`src/rtl/legv8_ctrl_pkg.sv`:
```
`default_nettype none
// ============================================================================
// Module      : legv8_ctrl_pkg
// Description : Shared encodings for the LEGv8 multi-cycle control unit.
//               Opcodes in their 11/10/8/6-bit forms, ALU function-select
//               codes, PC-select codes, branch condition codes, the FSM
//               state enum, the decoded-instruction record and the branch
//               condition evaluator.
// Revision    : 1.0 - initial release
// ============================================================================
package legv8_ctrl_pkg;

   // 11-bit opcodes (R-type and D-type)
   localparam logic [10:0] OP_ADD  = 11'b10001011000;
   localparam logic [10:0] OP_ADDS = 11'b10101011000;
   localparam logic [10:0] OP_SUB  = 11'b11001011000;
   localparam logic [10:0] OP_SUBS = 11'b11101011000;
   localparam logic [10:0] OP_AND  = 11'b10001010000;
   localparam logic [10:0] OP_ORR  = 11'b10101010000;
   localparam logic [10:0] OP_EOR  = 11'b11001010000;
   localparam logic [10:0] OP_LSL  = 11'b11010011011;
   localparam logic [10:0] OP_LSR  = 11'b11010011010;
   localparam logic [10:0] OP_STUR = 11'b11111000000;
   localparam logic [10:0] OP_LDUR = 11'b11111000010;
   localparam logic [10:0] OP_BR   = 11'b11010110000;

   // 10-bit opcodes (I-type)
   localparam logic [9:0]  OP_ADDI = 10'b1001000100;
   localparam logic [9:0]  OP_SUBI = 10'b1101000100;
   localparam logic [9:0]  OP_ANDI = 10'b1001001000;
   localparam logic [9:0]  OP_ORRI = 10'b1011001000;
   localparam logic [9:0]  OP_EORI = 10'b1101001000;

   // 8-bit opcodes (CB-type)
   localparam logic [7:0]  OP_CBZ   = 8'b10110100;
   localparam logic [7:0]  OP_CBNZ  = 8'b10110101;
   localparam logic [7:0]  OP_BCOND = 8'b01010100;

   // 6-bit opcodes (B-type)
   localparam logic [5:0]  OP_B  = 6'b000101;
   localparam logic [5:0]  OP_BL = 6'b100101;

   // FS = {function[2:0], invert A, invert B + carry-in}
   localparam logic [4:0]  FS_AND = 5'b00000;
   localparam logic [4:0]  FS_ORR = 5'b00100;
   localparam logic [4:0]  FS_ADD = 5'b01000;
   localparam logic [4:0]  FS_SUB = 5'b01001;
   localparam logic [4:0]  FS_EOR = 5'b01100;
   localparam logic [4:0]  FS_LSL = 5'b10000;
   localparam logic [4:0]  FS_LSR = 5'b10100;

   // PC select
   localparam logic [1:0]  PS_HOLD   = 2'b00;
   localparam logic [1:0]  PS_INC    = 2'b01;
   localparam logic [1:0]  PS_BRANCH = 2'b10;
   localparam logic [1:0]  PS_LOAD   = 2'b11;

   // B.cond condition codes
   localparam logic [3:0]  COND_EQ = 4'b0000;
   localparam logic [3:0]  COND_NE = 4'b0001;
   localparam logic [3:0]  COND_HS = 4'b0010;
   localparam logic [3:0]  COND_LO = 4'b0011;
   localparam logic [3:0]  COND_MI = 4'b0100;
   localparam logic [3:0]  COND_PL = 4'b0101;
   localparam logic [3:0]  COND_GE = 4'b1010;
   localparam logic [3:0]  COND_LT = 4'b1011;

   typedef enum logic [1:0] {
      S_FETCH = 2'd0,
      S_EXEC  = 2'd1,
      S_WB    = 2'd2,
      S_HALT  = 2'd3
   } state_e;

   typedef enum logic [3:0] {
      IC_UNKNOWN = 4'd0,
      IC_ALU_R   = 4'd1,
      IC_SHIFT   = 4'd2,
      IC_ALU_I   = 4'd3,
      IC_STUR    = 4'd4,
      IC_LDUR    = 4'd5,
      IC_B       = 4'd6,
      IC_BL      = 4'd7,
      IC_BR      = 4'd8,
      IC_CBZ     = 4'd9,
      IC_CBNZ    = 4'd10,
      IC_BCOND   = 4'd11
   } iclass_e;

   typedef struct packed {
      iclass_e     cls;
      logic [4:0]  rn;
      logic [4:0]  rm;
      logic [4:0]  rd;        // also Rt
      logic [4:0]  fs;
      logic        set_flags; // ADDS/SUBS
      logic [63:0] imm;
   } decode_t;

   // flags = {V, C, N, Z}; unlisted condition codes are never taken
   function automatic logic cond_taken(input logic [3:0] cond, input logic [3:0] flags);
      logic v, c, n, z;
      {v, c, n, z} = flags;
      case (cond)
         COND_EQ: cond_taken = z;
         COND_NE: cond_taken = ~z;
         COND_HS: cond_taken = c;
         COND_LO: cond_taken = ~c;
         COND_MI: cond_taken = n;
         COND_PL: cond_taken = ~n;
         COND_GE: cond_taken = (n == v);
         COND_LT: cond_taken = (n != v);
         default: cond_taken = 1'b0;
      endcase
   endfunction

endpackage
`default_nettype wire

```
`src/rtl/legv8_decode.sv`:
```
`default_nettype none
// ============================================================================
// Module      : legv8_decode
// Description : Purely combinational instruction decoder. Classifies the IR,
//               extracts register fields, picks the ALU function code and
//               builds the zero/sign-extended constant.
// Ports       : ir_i  [31:0] - latched instruction word
//               dec_o        - decoded record (class, fields, FS, constant)
// Revision    : 1.0 - initial release
// ============================================================================
module legv8_decode
   import legv8_ctrl_pkg::*;
(
   input  logic [31:0] ir_i,
   output decode_t     dec_o
);

   decode_t w_dec;

   always_comb begin
      w_dec     = '0;
      w_dec.cls = IC_UNKNOWN;
      w_dec.rn  = ir_i[9:5];
      w_dec.rm  = ir_i[20:16];
      w_dec.rd  = ir_i[4:0];

      // Narrowest opcode forms first; the wider forms below override them.
      case (ir_i[31:26])
         OP_B:    w_dec.cls = IC_B;
         OP_BL:   w_dec.cls = IC_BL;
         default: ;
      endcase

      case (ir_i[31:24])
         OP_CBZ:   begin w_dec.cls = IC_CBZ;   w_dec.fs = FS_ADD; end
         OP_CBNZ:  begin w_dec.cls = IC_CBNZ;  w_dec.fs = FS_ADD; end
         OP_BCOND: w_dec.cls = IC_BCOND;
         default:  ;
      endcase

      case (ir_i[31:22])
         OP_ADDI: begin w_dec.cls = IC_ALU_I; w_dec.fs = FS_ADD; end
         OP_SUBI: begin w_dec.cls = IC_ALU_I; w_dec.fs = FS_SUB; end
         OP_ANDI: begin w_dec.cls = IC_ALU_I; w_dec.fs = FS_AND; end
         OP_ORRI: begin w_dec.cls = IC_ALU_I; w_dec.fs = FS_ORR; end
         OP_EORI: begin w_dec.cls = IC_ALU_I; w_dec.fs = FS_EOR; end
         default: ;
      endcase

      case (ir_i[31:21])
         OP_ADD:  begin w_dec.cls = IC_ALU_R; w_dec.fs = FS_ADD; end
         OP_SUB:  begin w_dec.cls = IC_ALU_R; w_dec.fs = FS_SUB; end
         OP_AND:  begin w_dec.cls = IC_ALU_R; w_dec.fs = FS_AND; end
         OP_ORR:  begin w_dec.cls = IC_ALU_R; w_dec.fs = FS_ORR; end
         OP_EOR:  begin w_dec.cls = IC_ALU_R; w_dec.fs = FS_EOR; end
         OP_ADDS: begin w_dec.cls = IC_ALU_R; w_dec.fs = FS_ADD; w_dec.set_flags = 1'b1; end
         OP_SUBS: begin w_dec.cls = IC_ALU_R; w_dec.fs = FS_SUB; w_dec.set_flags = 1'b1; end
         OP_LSL:  begin w_dec.cls = IC_SHIFT; w_dec.fs = FS_LSL; end
         OP_LSR:  begin w_dec.cls = IC_SHIFT; w_dec.fs = FS_LSR; end
         OP_STUR: begin w_dec.cls = IC_STUR;  w_dec.fs = FS_ADD; end
         OP_LDUR: begin w_dec.cls = IC_LDUR;  w_dec.fs = FS_ADD; end
         OP_BR:   begin w_dec.cls = IC_BR;    w_dec.fs = FS_ADD; end
         default: ;
      endcase

      case (w_dec.cls)
         IC_SHIFT:                   w_dec.imm = {58'd0, ir_i[15:10]};
         IC_ALU_I:                   w_dec.imm = {52'd0, ir_i[21:10]};
         IC_STUR, IC_LDUR:           w_dec.imm = {{55{ir_i[20]}}, ir_i[20:12]};
         IC_B, IC_BL:                w_dec.imm = {{38{ir_i[25]}}, ir_i[25:0]};
         IC_CBZ, IC_CBNZ, IC_BCOND:  w_dec.imm = {{45{ir_i[23]}}, ir_i[23:5]};
         default:                    w_dec.imm = '0;
      endcase
   end

   assign dec_o = w_dec;

endmodule
`default_nettype wire

```
`src/rtl/legv8_control_fsm.sv`:
```
`default_nettype none
// ============================================================================
// Module      : legv8_control_fsm
// Description : Multi-cycle LEGv8 control unit. Latches the instruction in
//               FETCH, drives the datapath control word in EXEC (and WB for
//               LDUR), and parks in HALT on an unrecognised opcode.
// Ports       : clock        - rising-edge clock
//               reset        - synchronous active-high reset
//               instruction  - ROM word at current PC
//               status       - {V,C,N,Z} in [4:1], live ALU zero in [0]
//               ControlWord  - {SA,SB,DA,RegWrite,MemWrite,FS,Bsel,EN_Mem,EN_ALU}
//               constant     - immediate / branch word offset
//               PS           - PC select
//               EN_PC        - drive PC+4 onto data bus
//               SL           - load status register
//               halted       - high in HALT
// Revision    : 1.0 - initial release
// ============================================================================
module legv8_control_fsm
   import legv8_ctrl_pkg::*;
(
   input  logic        clock,
   input  logic        reset,
   input  logic [31:0] instruction,
   input  logic [4:0]  status,
   output logic [24:0] ControlWord,
   output logic [63:0] constant,
   output logic [1:0]  PS,
   output logic        EN_PC,
   output logic        SL,
   output logic        halted
);

   state_e      state_q, state_d;
   logic [31:0] ir_q, ir_d;
   decode_t     w_dec;

   logic [4:0]  w_sa, w_sb, w_da, w_fs;
   logic        w_rw, w_mw, w_bsel, w_en_mem, w_en_alu;
   logic [63:0] w_k;
   logic [1:0]  w_ps;
   logic        w_en_pc, w_sl, w_halted;

   legv8_decode u_decode (
      .ir_i  (ir_q),
      .dec_o (w_dec)
   );

   always_ff @(posedge clock) begin
      if (reset) begin
         state_q <= S_FETCH;
         ir_q    <= '0;
      end else begin
         state_q <= state_d;
         ir_q    <= ir_d;
      end
   end

   always_comb begin
      state_d  = state_q;
      ir_d     = ir_q;
      w_sa     = '0;
      w_sb     = '0;
      w_da     = '0;
      w_fs     = '0;
      w_rw     = 1'b0;
      w_mw     = 1'b0;
      w_bsel   = 1'b0;
      w_en_mem = 1'b0;
      w_en_alu = 1'b0;
      w_k      = '0;
      w_ps     = PS_HOLD;
      w_en_pc  = 1'b0;
      w_sl     = 1'b0;
      w_halted = 1'b0;

      case (state_q)
         S_FETCH: begin
            ir_d    = instruction;
            state_d = S_EXEC;
         end

         S_EXEC: begin
            state_d = S_FETCH;
            case (w_dec.cls)
               IC_ALU_R, IC_SHIFT: begin
                  w_sa = w_dec.rn; w_sb = w_dec.rm; w_da = w_dec.rd;
                  w_fs = w_dec.fs; w_rw = 1'b1; w_en_alu = 1'b1; w_ps = PS_INC;
                  // Shifts take the shamt through the constant port
                  w_bsel = (w_dec.cls == IC_SHIFT);
                  w_k    = w_dec.imm;
                  w_sl   = w_dec.set_flags;
               end
               IC_ALU_I: begin
                  w_sa = w_dec.rn; w_da = w_dec.rd; w_fs = w_dec.fs; w_bsel = 1'b1;
                  w_k  = w_dec.imm; w_rw = 1'b1; w_en_alu = 1'b1; w_ps = PS_INC;
               end
               IC_STUR, IC_LDUR: begin
                  w_sa = w_dec.rn; w_sb = w_dec.rd; w_fs = w_dec.fs; w_bsel = 1'b1;
                  w_k  = w_dec.imm;
                  if (w_dec.cls == IC_STUR) begin
                     w_mw = 1'b1;
                     w_ps = PS_INC;
                  end else begin
                     // Address goes out now; register write happens in WB
                     state_d = S_WB;
                  end
               end
               IC_B, IC_BL: begin
                  w_ps = PS_BRANCH;
                  w_k  = w_dec.imm;
                  if (w_dec.cls == IC_BL) begin
                     w_da = 5'd30; w_rw = 1'b1; w_en_pc = 1'b1;
                  end
               end
               IC_BR: begin
                  // XZR on B makes the ALU pass Rn through to the PC
                  w_sa = w_dec.rn; w_sb = 5'd31; w_fs = w_dec.fs;
                  w_en_alu = 1'b1; w_ps = PS_LOAD;
               end
               IC_CBZ, IC_CBNZ: begin
                  // 0 + Rt on the ALU; status[0] reports whether Rt is zero
                  w_sa = 5'd31; w_sb = w_dec.rd; w_fs = w_dec.fs; w_k = w_dec.imm;
                  w_ps = ((w_dec.cls == IC_CBZ) == status[0]) ? PS_BRANCH : PS_INC;
               end
               IC_BCOND: begin
                  w_k  = w_dec.imm;
                  w_ps = cond_taken(ir_q[3:0], status[4:1]) ? PS_BRANCH : PS_INC;
               end
               default: state_d = S_HALT;
            endcase
         end

         S_WB: begin
            w_sa = w_dec.rn; w_fs = w_dec.fs; w_bsel = 1'b1; w_k = w_dec.imm;
            w_da = w_dec.rd; w_rw = 1'b1; w_en_mem = 1'b1; w_ps = PS_INC;
            state_d = S_FETCH;
         end

         S_HALT: begin
            w_halted = 1'b1;
         end

         default: state_d = S_FETCH;
      endcase

      // Reset masks every output so an aborted instruction commits nothing
      if (reset) begin
         w_sa = '0; w_sb = '0; w_da = '0; w_fs = '0;
         w_rw = 1'b0; w_mw = 1'b0; w_bsel = 1'b0; w_en_mem = 1'b0; w_en_alu = 1'b0;
         w_k  = '0; w_ps = PS_HOLD; w_en_pc = 1'b0; w_sl = 1'b0; w_halted = 1'b0;
      end
   end

   assign ControlWord = {w_sa, w_sb, w_da, w_rw, w_mw, w_fs, w_bsel, w_en_mem, w_en_alu};
   assign constant    = w_k;
   assign PS          = w_ps;
   assign EN_PC       = w_en_pc;
   assign SL          = w_sl;
   assign halted      = w_halted;

endmodule
`default_nettype wire

```
`config.mk`:
```
export PLATFORM = sky130hd
export DESIGN_NAME = legv8_control_fsm
export DESIGN_NICKNAME = d
export VERILOG_FILES = /design/src/rtl/legv8_ctrl_pkg.sv /design/src/rtl/legv8_decode.sv /design/src/rtl/legv8_control_fsm.sv
export SDC_FILE = /design/constraint.sdc
export NUM_CORES = 1
export LEC_CHECK = 0
export CAP_MARGIN = 5
export CORE_ASPECT_RATIO = 0.6
export CORE_UTILIZATION = 47
export CTS_BUF_LIST = sky130_fd_sc_hd__clkbuf_8
export DETAILED_ROUTE_END_ITERATION = 12
export PLACE_DENSITY = 0.84
export SYNTH_ARGS = -nofsm -noshare
export SYNTH_HDL_FRONTEND = slang
export SYNTH_HIERARCHICAL = 1
export SYNTH_SLANG_ARGS = --single-unit
```
`constraint.sdc`:
```
create_clock -name clock -period 6.4 [get_ports clock]
set_input_delay 1.28 -clock clock [delete_from_list [all_inputs] [get_ports clock]]
set_output_delay 1.28 -clock clock [all_outputs]
set_load 0.01 [all_outputs]
```
==> results of run 1 <==
[layer usage]
metal / up-vias / global-route usage (%) / part of all wire, %
met5: - / 0 / 0
met4: 0 / 4.70 / 0.82
met3: 10 / 5.48 / 10
met2: 223 / 38.2 / 42
met1: 1648 / 41.9 / 47
li1: 1757 / - / -
[stage by stage]
stage	cell area (um^2)	setup WS (ps)	power, mW
3_3_place_gp	4580	1470	0.424
6_report	4680	766	0.601
4_1_cts	4680	978	0.598
3_5_place_dp	4580	1320	0.428
2_1_floorplan	3680	2320	0.384
5_1_grt	4680	612	0.632
[worst max-delay path: stages (launching register included)]
cell and delay (ps):
dfxtp_1 460, or3b_1 450, nor3_1 730, a221oi_1 210, nand2_1 470, xnor2_1 160
nor3b_1 840, o21a_1 200, clkdlybuf4s50_1 550
[cells by family after synthesis]
logic type / count (synthesis)
and+or+nand+nor: 215
xor gates and xnor gates: 3
muxes: 32
adders and majority gates: 5
buffers and inverters: 94
other: 1
DFF: 34
AOI/OAI and AO/OA: 101
[area by class of cell]
cell class | instances | area (um^2)
clock buffer | 6 | 82.6
clock inverter | 2 | 12.5
fill | 642 | 2740
inverter | 7 | 26.3
multi-input combinational | 357 | 2410
sequential | 34 | 681
tap | 104 | 130
timing repair buffer | 134 | 1330
[flip-flops by register name (all words and copies together) (netlist names)]
| name | flops |
|---|---|
| state_q | 2 |
| ir_q | 32 |
[layout by cell type (no fill, tap or decap), drive strengths merged, types with 9 or more instances in the layout]
master,instances
a21oi,24
a22o,9
and2,70
clkdlybuf4s50,131
dfxtp,34
mux2i,32
nand2,20
nor2,54
nor2b,11
nor3,11
o21ai,9
[power by group through the flow]
stage | Sequential (mW) | Combinational, mW | Clock [mW]
after CTS | 0.271 | 0.153 | 0.174
after global routing | 0.277 | 0.169 | 0.186
final | 0.273 | 0.155 | 0.173
after floorplan | 0.257 | 0.127 | 0
after detailed placement | 0.276 | 0.152 | 0
after global placement | 0.275 | 0.149 | 0
[path summary, 6_finish.rpt]
kind / startpoint / endpoint / slack, ps / depth (start not counted)
setup / recovery: ir_q[27] / ControlWord[22] / 770 / 8
hold / removal: state_q[1] / state_q[1] / 520 / 2
setup reg to reg: ir_q[24] / state_q[0] / 3270 / 9
hold reg to reg: state_q[1] / state_q[1] / 520 / 2
==> summary.txt, run 1 <==
Synthesis
  – Combinational family with the most area after synthesis: simple AND/OR/NAND/NOR gates
  – Post-synthesis sequential area ratio: 18.5%
  – Synth cell types: 70
  – Post-Synth XOR/XNOR Area: 0.713%
  – Most numerous cell in the Yosys netlist: and2_1
  – Post-synth top area share: 18.5%
  – Syn Area/Cell: 7.60 um^2
  – Mux contribution to synthesized area: 8.69%
  – Synth area leader: dfxtp_1
  – Synthesized instance count: 485
  – Synth Area in Simple Gates: 33.0%
  – Yosys warns: 6
  – Synthesized cell area: 3680 um^2
  – Syn nets: 528
  – Post-synth EDFFs: 0
  – Synth top cells by count: 69 x and2_1, 59 x buf_4, 52 x nor2_1
  – Post-synthesis adder-cell area fraction: 1.63%
  – Yosys reg bits: 34
  – Synth top area cells: dfxtp_1 18%, buf_4 12%, and2_1 12%
  – Synth async-reset ratio: 0%
  – Compound-Gate Fraction of Synth Area: 21.3%
  – Ys flop type: dfxtp_1

Global route
  – Total gr overflow: 0
  – Global-route wire length before repair: 17.4 mm
  – Largest net degree at the start of global routing: 65
  – Initial antenna violation count: 0
  – Vias in the first global route: 3144
  – GRT Total Usage: 27.0%

Die
  – IO Pins: 133
  – Initial core utilization: 49.7%
  – Die X: 116 um
  – Die ar.: 8210 um^2
  – Rows: 24
  – Chip height: 70.6 um
  – CORE AREA: 7420 um^2

Place
  – Placed cells: 636
  – Final Wtd Congestion: 0.986
  – Port-buffer cells: 131
  – Post-DP HPWL: 7.98 mm

CTS
  – Setup Fix Bufs, Post-CTS: 0
  – CTS resizes: 0
  – TritonCTS Buffers: 5
  – CTS H-tree depth: 2
  – Clk root buf: clkbuf_8
  – Post-CTS Hold Buffers: 0
  – Worst-skew pair later-pin latency: 290 ps
  – CTS tree: done
  – Max Root-Sink Buffers: 2
  – TritonCTS Sinks: 34
  – Clock transition at the registers of the reported paths: 80 ps

Power and ir drop
  – Combinational share of power: 25.8%
  – Clock power share: 28.8%
  – Switching part of the total: 34.0%
  – Internal power: 397 uW
  – Worst VDD drop: 0.0000868 V
  – PwrDens: 129 nW/um^2
  – Sequential Power Share: 45.4%
  – Sw power: 205 uW
  – Leakage power: 1.84 nW

STA
  – Final hold vios: 0
  – Achievable Freq: 0.178 GHz
  – Final setup fails: 0
  – Tcrit/Tclk final: 88.0%
  – Slew Viols, Final: 0
  – Worst slew margin relative to its limit: 27.5%
  – Layout Skew: 7.51 ps
  – Fin Setup TNS: 0 ps
  – Worst hold slack: 517 ps
  – RSZ-0062 raised after global routing: no
  – Period minus WS final: 5630 ps
  – Transition time at the pin with the least slew margin: 1090 ps

Run
  – Max-Cap Viols: 0

Worst hold path
  – Worst min-delay path category: reg -> reg

Final layout
  – Finished Layout Cells: 644
  – # diodes: 0
  – Share of cells above drive strength 1: 5.74%
  – Final core occ: 63.1%
  – Area delta synth->final: 27.0%
  – Layout Nets: 582

Worst setup path
  – CP endpoint kind: output port
  – Worst setup path class: reg -> out
  – Crit path max fanout: 17
  – CP required: 5120 ps
  – CP Data Arrival Time: 4350 ps
  – Worst setup SP type: flop

Drt
  – Via count: 3638
  – First-pass DRT Iterations: 8
  – Initial drt markers: 422
  – Post-DR wirelength/cell: 17.2 um
  – Residual DRC: 0
  – Final ANT Viol Nets: 0
  – Total Wirelength: 11.1 mm
  – Vias/cell: 5.65

Outcome
  – Outcome: complete, no violations
Note: power is estimated with default switching activity, not from simulation.
==> run 2: changes to the inputs <==
PLACE_DENSITY = 0.92   (was 0.84)
==> summary.txt, run 2 (synthesis results as in run 1) <==
Place
  – Post-place setup slack: 1360 ps (+42.4 ps)
  – Port-buffer cells: 131 (unchanged)
  – Post-DP HPWL: 7.86 mm (-1.4%)
  – Final Wtd Congestion: 0.903 (-8.4%)

Final layout
  – Share of cells above drive strength 1: 5.74% (unchanged)
  – Most flops, register: ir_q
  – Fillcell total: 643 (+0.16%)
  – Commonest non-fill, non-tap cells in the layout: 131 x clkdlybuf4s50_1, 69 x and2_1, 52 x nor2_1, 34 x dfxtp_1, 32 x mux2i_1
  – Top Registers: ir_q: 32 flops, state_q: 2 flops
  – # diodes: 0 (unchanged)
  – Layout Nets: 582 (unchanged)
  – Largest register FFs: 32 (unchanged)
  – Final core occ: 63.7% (+0.57 points)
  – Area delta synth->final: 28.1%
  – Commonest non-fill, non-tap cell in the layout: clkdlybuf4s50_1

Global route
  – GRT Total Usage: 26.2% (-0.86 points)
  – Initial antenna violation count: 0 (unchanged)
  – Vias in the first global route: 3437 (+9.3%)
  – Global-route wire length before repair: 17.1 mm (-1.8%)
  – Largest net degree at the start of global routing: 65 (unchanged)
  – Total gr overflow: 0 (unchanged)

CTS
  – Max Root-Sink Buffers: 2 (unchanged)
  – Setup Fix Bufs, Post-CTS: 0 (unchanged)
  – CTS resizes: 0 (unchanged)
  – Worst-skew pair later-pin latency: 290 ps (about the same)
  – Post-CTS Hold Buffers: 0 (unchanged)
  – TritonCTS Sinks: 34 (unchanged)
  – Clock transition at the registers of the reported paths: 80 ps (about the same)
  – CTS H-tree depth: 2 (unchanged)
  – Clk root buf: clkbuf_8
  – CTS tree: done
  – TritonCTS Buffers: 5 (unchanged)

Power and ir drop
  – Leakage power: 1.86 nW (+1.1%)
  – PwrDens: 142 nW/um^2 (+10%)
  – Internal power: 466 uW (+17%)
  – Worst VDD drop: 0.000100 V (+16%)
  – Combinational share of power: 23.0% (-2.8 points)
  – Switching part of the total: 30.4% (-3.7 points)
  – Clock power share: 36.0% (+7.2 points)
  – Sequential Power Share: 41.0% (-4.4 points)
  – Sw power: 203 uW (-0.67%)

Die
  – Die ar.: 8210 um^2 (unchanged)
  – Initial core utilization: 49.7% (unchanged)
  – Chip height: 70.6 um (unchanged)
  – CORE AREA: 7420 um^2 (unchanged)
  – Die X: 116 um (unchanged)
  – Rows: 24 (unchanged)
  – IO Pins: 133 (unchanged)

STA
  – Worst slew margin relative to its limit: 30.7% (+3.2 points)
  – Period minus WS final: 5490 ps (-139 ps)
  – Tcrit/Tclk final: 85.9% (-2.2 points)
  – Transition time at the pin with the least slew margin: 1040 ps (-48.6 ps)
  – Achievable Freq: 0.182 GHz (+2.5%)
  – Final hold vios: 0 (unchanged)
  – Post-route setup slack: 905 ps (+139 ps)
  – Fin Setup TNS: 0 ps (unchanged)
  – RSZ-0062 raised after global routing: no
  – Slew Viols, Final: 0 (unchanged)
  – Layout Skew: 12.8 ps (+5.28 ps)
  – Final setup fails: 0 (unchanged)

Outcome
  – Outcome: complete, no violations

Worst setup path
  – Crit path max fanout: 17 (unchanged)
  – R2R setup slack: 3320 ps (+50 ps)
  – CP Data Arrival Time: 4210 ps (-140 ps)
  – Worst setup path class: reg -> out
  – Worst setup SP type: flop
  – CP endpoint kind: output port
  – R2R cell count: 8 (-1)
  – CP required: 5120 ps (about the same)

Drt
  – Final ANT Viol Nets: 0 (unchanged)
  – Total Wirelength: 10.9 mm (-1.7%)
  – Post-DR wirelength/cell: 16.9 um (-1.7%)
  – Via count: 3726 (+2.4%)
  – Vias/cell: 5.79 (+2.4%)
  – First-pass DRT Iterations: 5 (-3)
  – Initial drt markers: 537 (+27%)
  – Residual DRC: 0 (unchanged)

Worst hold path
  – Hold path cells: 2 (unchanged)
  – Worst min-delay path category: reg -> reg

Run
  – Max-Cap Viols: 0 (unchanged)
==> run 2: cell count changes in the layout (fill, tap and decap cells not counted), sizes merged <==
cell	previous run	this run
clkinvlp	1	0
clkbuf	6	5
bufinv	0	2
==> run 2: per-stage QoR <==
stage	instances	instance area, um^2	hold WS (ps)	total power, mW
global route	644	4720	560	0.698
finish	644	4720	541	0.669
global placement	636	4580	490	0.420
CTS	644	4720	543	0.668
detailed placement	636	4580	533	0.430
floorplan	485	3680	459	0.384
==> run 2: power groups by stage <==
| stage | Sequential [mW] | Clock, mW | Combinational, mW |
|---|---|---|---|
| 2_1_floorplan | 0.257 | 0 | 0.127 |
| 3_3_place_gp | 0.274 | 0 | 0.146 |
| 3_5_place_dp | 0.276 | 0 | 0.153 |
| 4_1_cts | 0.272 | 0.242 | 0.154 |
| 5_1_grt | 0.278 | 0.253 | 0.168 |
| 6_report | 0.275 | 0.241 | 0.154 |
==> run 2: worst max-delay path, cell delays in order (launching register included) <==
cell             delay (ps)
dfxtp_1                 480
or3b_1                  440
nor3_1                  740
a221oi_1                180
nand2_1                 470
xnor2_1                 150
nor3_1                  460
a21oi_1                 170
a21oi_1                 260
clkdlybuf4s50_1         580
==> run 2: cell type report <==
class | instances | area, um^2 | share of cell area (%)
multi-input cells | 357 | 2410 | 51.1
repair buffers | 134 | 1330 | 28.2
flip-flops and latches | 34 | 681 | 14.4
well taps | 104 | 130 | 2.76
clock buffers | 5 | 68.8 | 1.46
clock inverters | 3 | 68.8 | 1.46
inverters | 7 | 26.3 | 0.556
==> run 2: worst paths after layout <==
kind | from | endpoint
hold / removal | state_q[1] | state_q[1]
setup reg to reg | ir_q[27] | state_q[1]
hold reg to reg | state_q[1] | state_q[1]
setup / recovery | ir_q[27] | ControlWord[18]
==> run 2: layer usage <==
metal,vias up,wire length (um),track usage [%]
met5,-,0,0
met4,0,206,7.12
met3,25,1170,5.74
met2,249,4840,41.4
met1,1699,4680,35.8
li1,1753,-,-
==> run 3: changes to the inputs <==
CORE_UTILIZATION = 50   (was 47)
PLACE_DENSITY = 0.95   (was 0.92)
SKIP_LAST_GASP = 1   (was unset)
SLEW_MARGIN = 25   (was unset)
==> summary.txt, run 3 (synthesis results as in run 1) <==
CTS
  – Clk root buf: clkbuf_8
  – TritonCTS Buffers: 5 (unchanged)
  – TritonCTS Sinks: 34 (unchanged)
  – CTS H-tree depth: 2 (unchanged)
  – Worst-skew pair later-pin latency: 290 ps (about the same)
  – Clock transition at the registers of the reported paths: 80 ps (about the same)
  – Setup Fix Bufs, Post-CTS: 0 (unchanged)
  – Post-CTS Hold Buffers: 0 (unchanged)
  – Max Root-Sink Buffers: 2 (unchanged)
  – CTS tree: done
  – CTS resizes: 0 (unchanged)

STA
  – Fin Setup TNS: 0 ps (unchanged)
  – Transition time at the pin with the least slew margin: 953 ps (-86.2 ps)
  – Tcrit/Tclk final: 90.0% (+4.2 points)
  – Achievable Freq: 0.174 GHz (-4.7%)
  – Period minus WS final: 5760 ps (+268 ps)
  – Post-route setup slack: 637 ps (-268 ps)
  – Layout Skew: 4.27 ps (-8.52 ps)
  – Slew Viols, Final: 0 (unchanged)
  – Final setup fails: 0 (unchanged)
  – RSZ-0062 raised after global routing: no
  – Worst hold slack: 513 ps (-27.9 ps)
  – Final hold vios: 0 (unchanged)
  – Worst slew margin relative to its limit: 36.0% (+5.3 points)

Worst setup path
  – CP endpoint kind: output port
  – Worst setup path class: reg -> out
  – Worst setup SP type: flop
  – Crit path max fanout: 17 (unchanged)
  – CP required: 5120 ps (about the same)
  – CP Data Arrival Time: 4480 ps (+270 ps)

Final layout
  – Final core occ: 67.8% (+4.2 points)
  – Final Cell Area: 4690 um^2 (-0.77%)
  – # diodes: 0 (unchanged)
  – Area delta synth->final: 27.2%
  – Commonest non-fill, non-tap cell in the layout: clkdlybuf4s50_1
  – Fillcell total: 587 (-8.7%)
  – Most flops, register: ir_q
  – Top Registers: ir_q: 32 flops, state_q: 2 flops
  – Largest register FFs: 32 (unchanged)
  – Finished Layout Cells: 626 (-2.8%)
  – Share of cells above drive strength 1: 5.57% (-0.17 points)
  – Layout Nets: 582 (unchanged)
  – Commonest non-fill, non-tap cells in the layout: 131 x clkdlybuf4s50_1, 69 x and2_1, 52 x nor2_1, 34 x dfxtp_1, 32 x mux2i_1

Drt
  – Vias/cell: 6.03 (+4.1%)
  – First-pass DRT Iterations: 6 (+1)
  – Initial drt markers: 395 (-26%)
  – Total Wirelength: 11.3 mm (+4.1%)
  – Residual DRC: 0 (unchanged)
  – Post-DR wirelength/cell: 18.1 um (+7.1%)
  – Final ANT Viol Nets: 0 (unchanged)
  – Via count: 3772 (+1.2%)

Die
  – Chip height: 68.5 um (-3.0%)
  – Initial core utilization: 53.4% (+3.7 points)
  – Die ar.: 7730 um^2 (-5.9%)
  – Rows: 23 (-4.2%)
  – IO Pins: 133 (unchanged)
  – Die X: 113 um (-3.0%)
  – CORE AREA: 6910 um^2 (-6.9%)

Outcome
  – Outcome: complete, no violations

Global route
  – Initial antenna violation count: 0 (unchanged)
  – Vias in the first global route: 3440 (+0.087%)
  – Global-route wire length before repair: 17.0 mm (-0.16%)
  – GRT Total Usage: 28.2% (+2.1 points)
  – Total gr overflow: 0 (unchanged)
  – Largest net degree at the start of global routing: 65 (unchanged)

Place
  – Post-DP Area: 4560 um^2 (-0.46%)
  – Post-place setup slack: 1210 ps (-155 ps)
  – Final Wtd Congestion: 0.916 (+1.5%)
  – Port-buffer cells: 131 (unchanged)
  – Post-DP HPWL: 8.21 mm (+4.5%)
  – Placed cells: 619 (-2.7%)

Power and ir drop
  – Worst VDD drop: 0.0000830 V (-17%)
  – PwrDens: 137 nW/um^2 (-3.3%)
  – Final Power: 642 uW (-4.1%)
  – Leakage power: 1.85 nW (-0.48%)

Run
  – Max-Cap Viols: 0 (unchanged)

Worst hold path
  – Worst min-delay path category: reg -> reg
## run 3: worst max-delay path: stages (launching register included)
cell             delay, ps
dfxtp_1                580
nand4bb_1              360
nor3_1                 870
a221oi_1               180
nand2_1                480
xnor2_1                160
nor3b_1                800
o21a_1                 200
clkdlybuf4s50_1        540
## run 3: worst paths after layout
check        startpoint              end  slack (ps)  cells past startpoint
max            ir_q[30]  ControlWord[24]         640                      8
min          state_q[1]       state_q[1]         510                      2
max reg2reg    ir_q[30]       state_q[1]        3150                      8
min reg2reg  state_q[1]       state_q[1]         510                      2
## run 3: where the power goes
group          switching (mW)  internal [mW]  total [mW]  leakage (nW)
clock                  0.0849          0.125       0.210        0.0573
combinational          0.0778         0.0799       0.158          1.52
sequential             0.0431          0.232       0.275         0.281
total                   0.206          0.436       0.642          1.85
## run 3: routing by layer
metal	GRT usage [%]	share of wire, %	vias to the layer above
li1	-	-	1752
met1	37.5	43	1726
met2	44.8	44	262
met3	8.04	11	32
met4	8.33	1.7	0
met5	0	0	-
## run 3: layout make-up
type | count | area, um^2 | share of cell area (%)
clock buffer | 6 | 82.6 | 1.76
multi-input combinational | 357 | 2420 | 51.7
clock inverter | 1 | 30.0 | 0.641
timing repair buffer | 134 | 1330 | 28.5
inverter | 7 | 26.3 | 0.561
sequential | 34 | 681 | 14.5
tap | 87 | 109 | 2.32
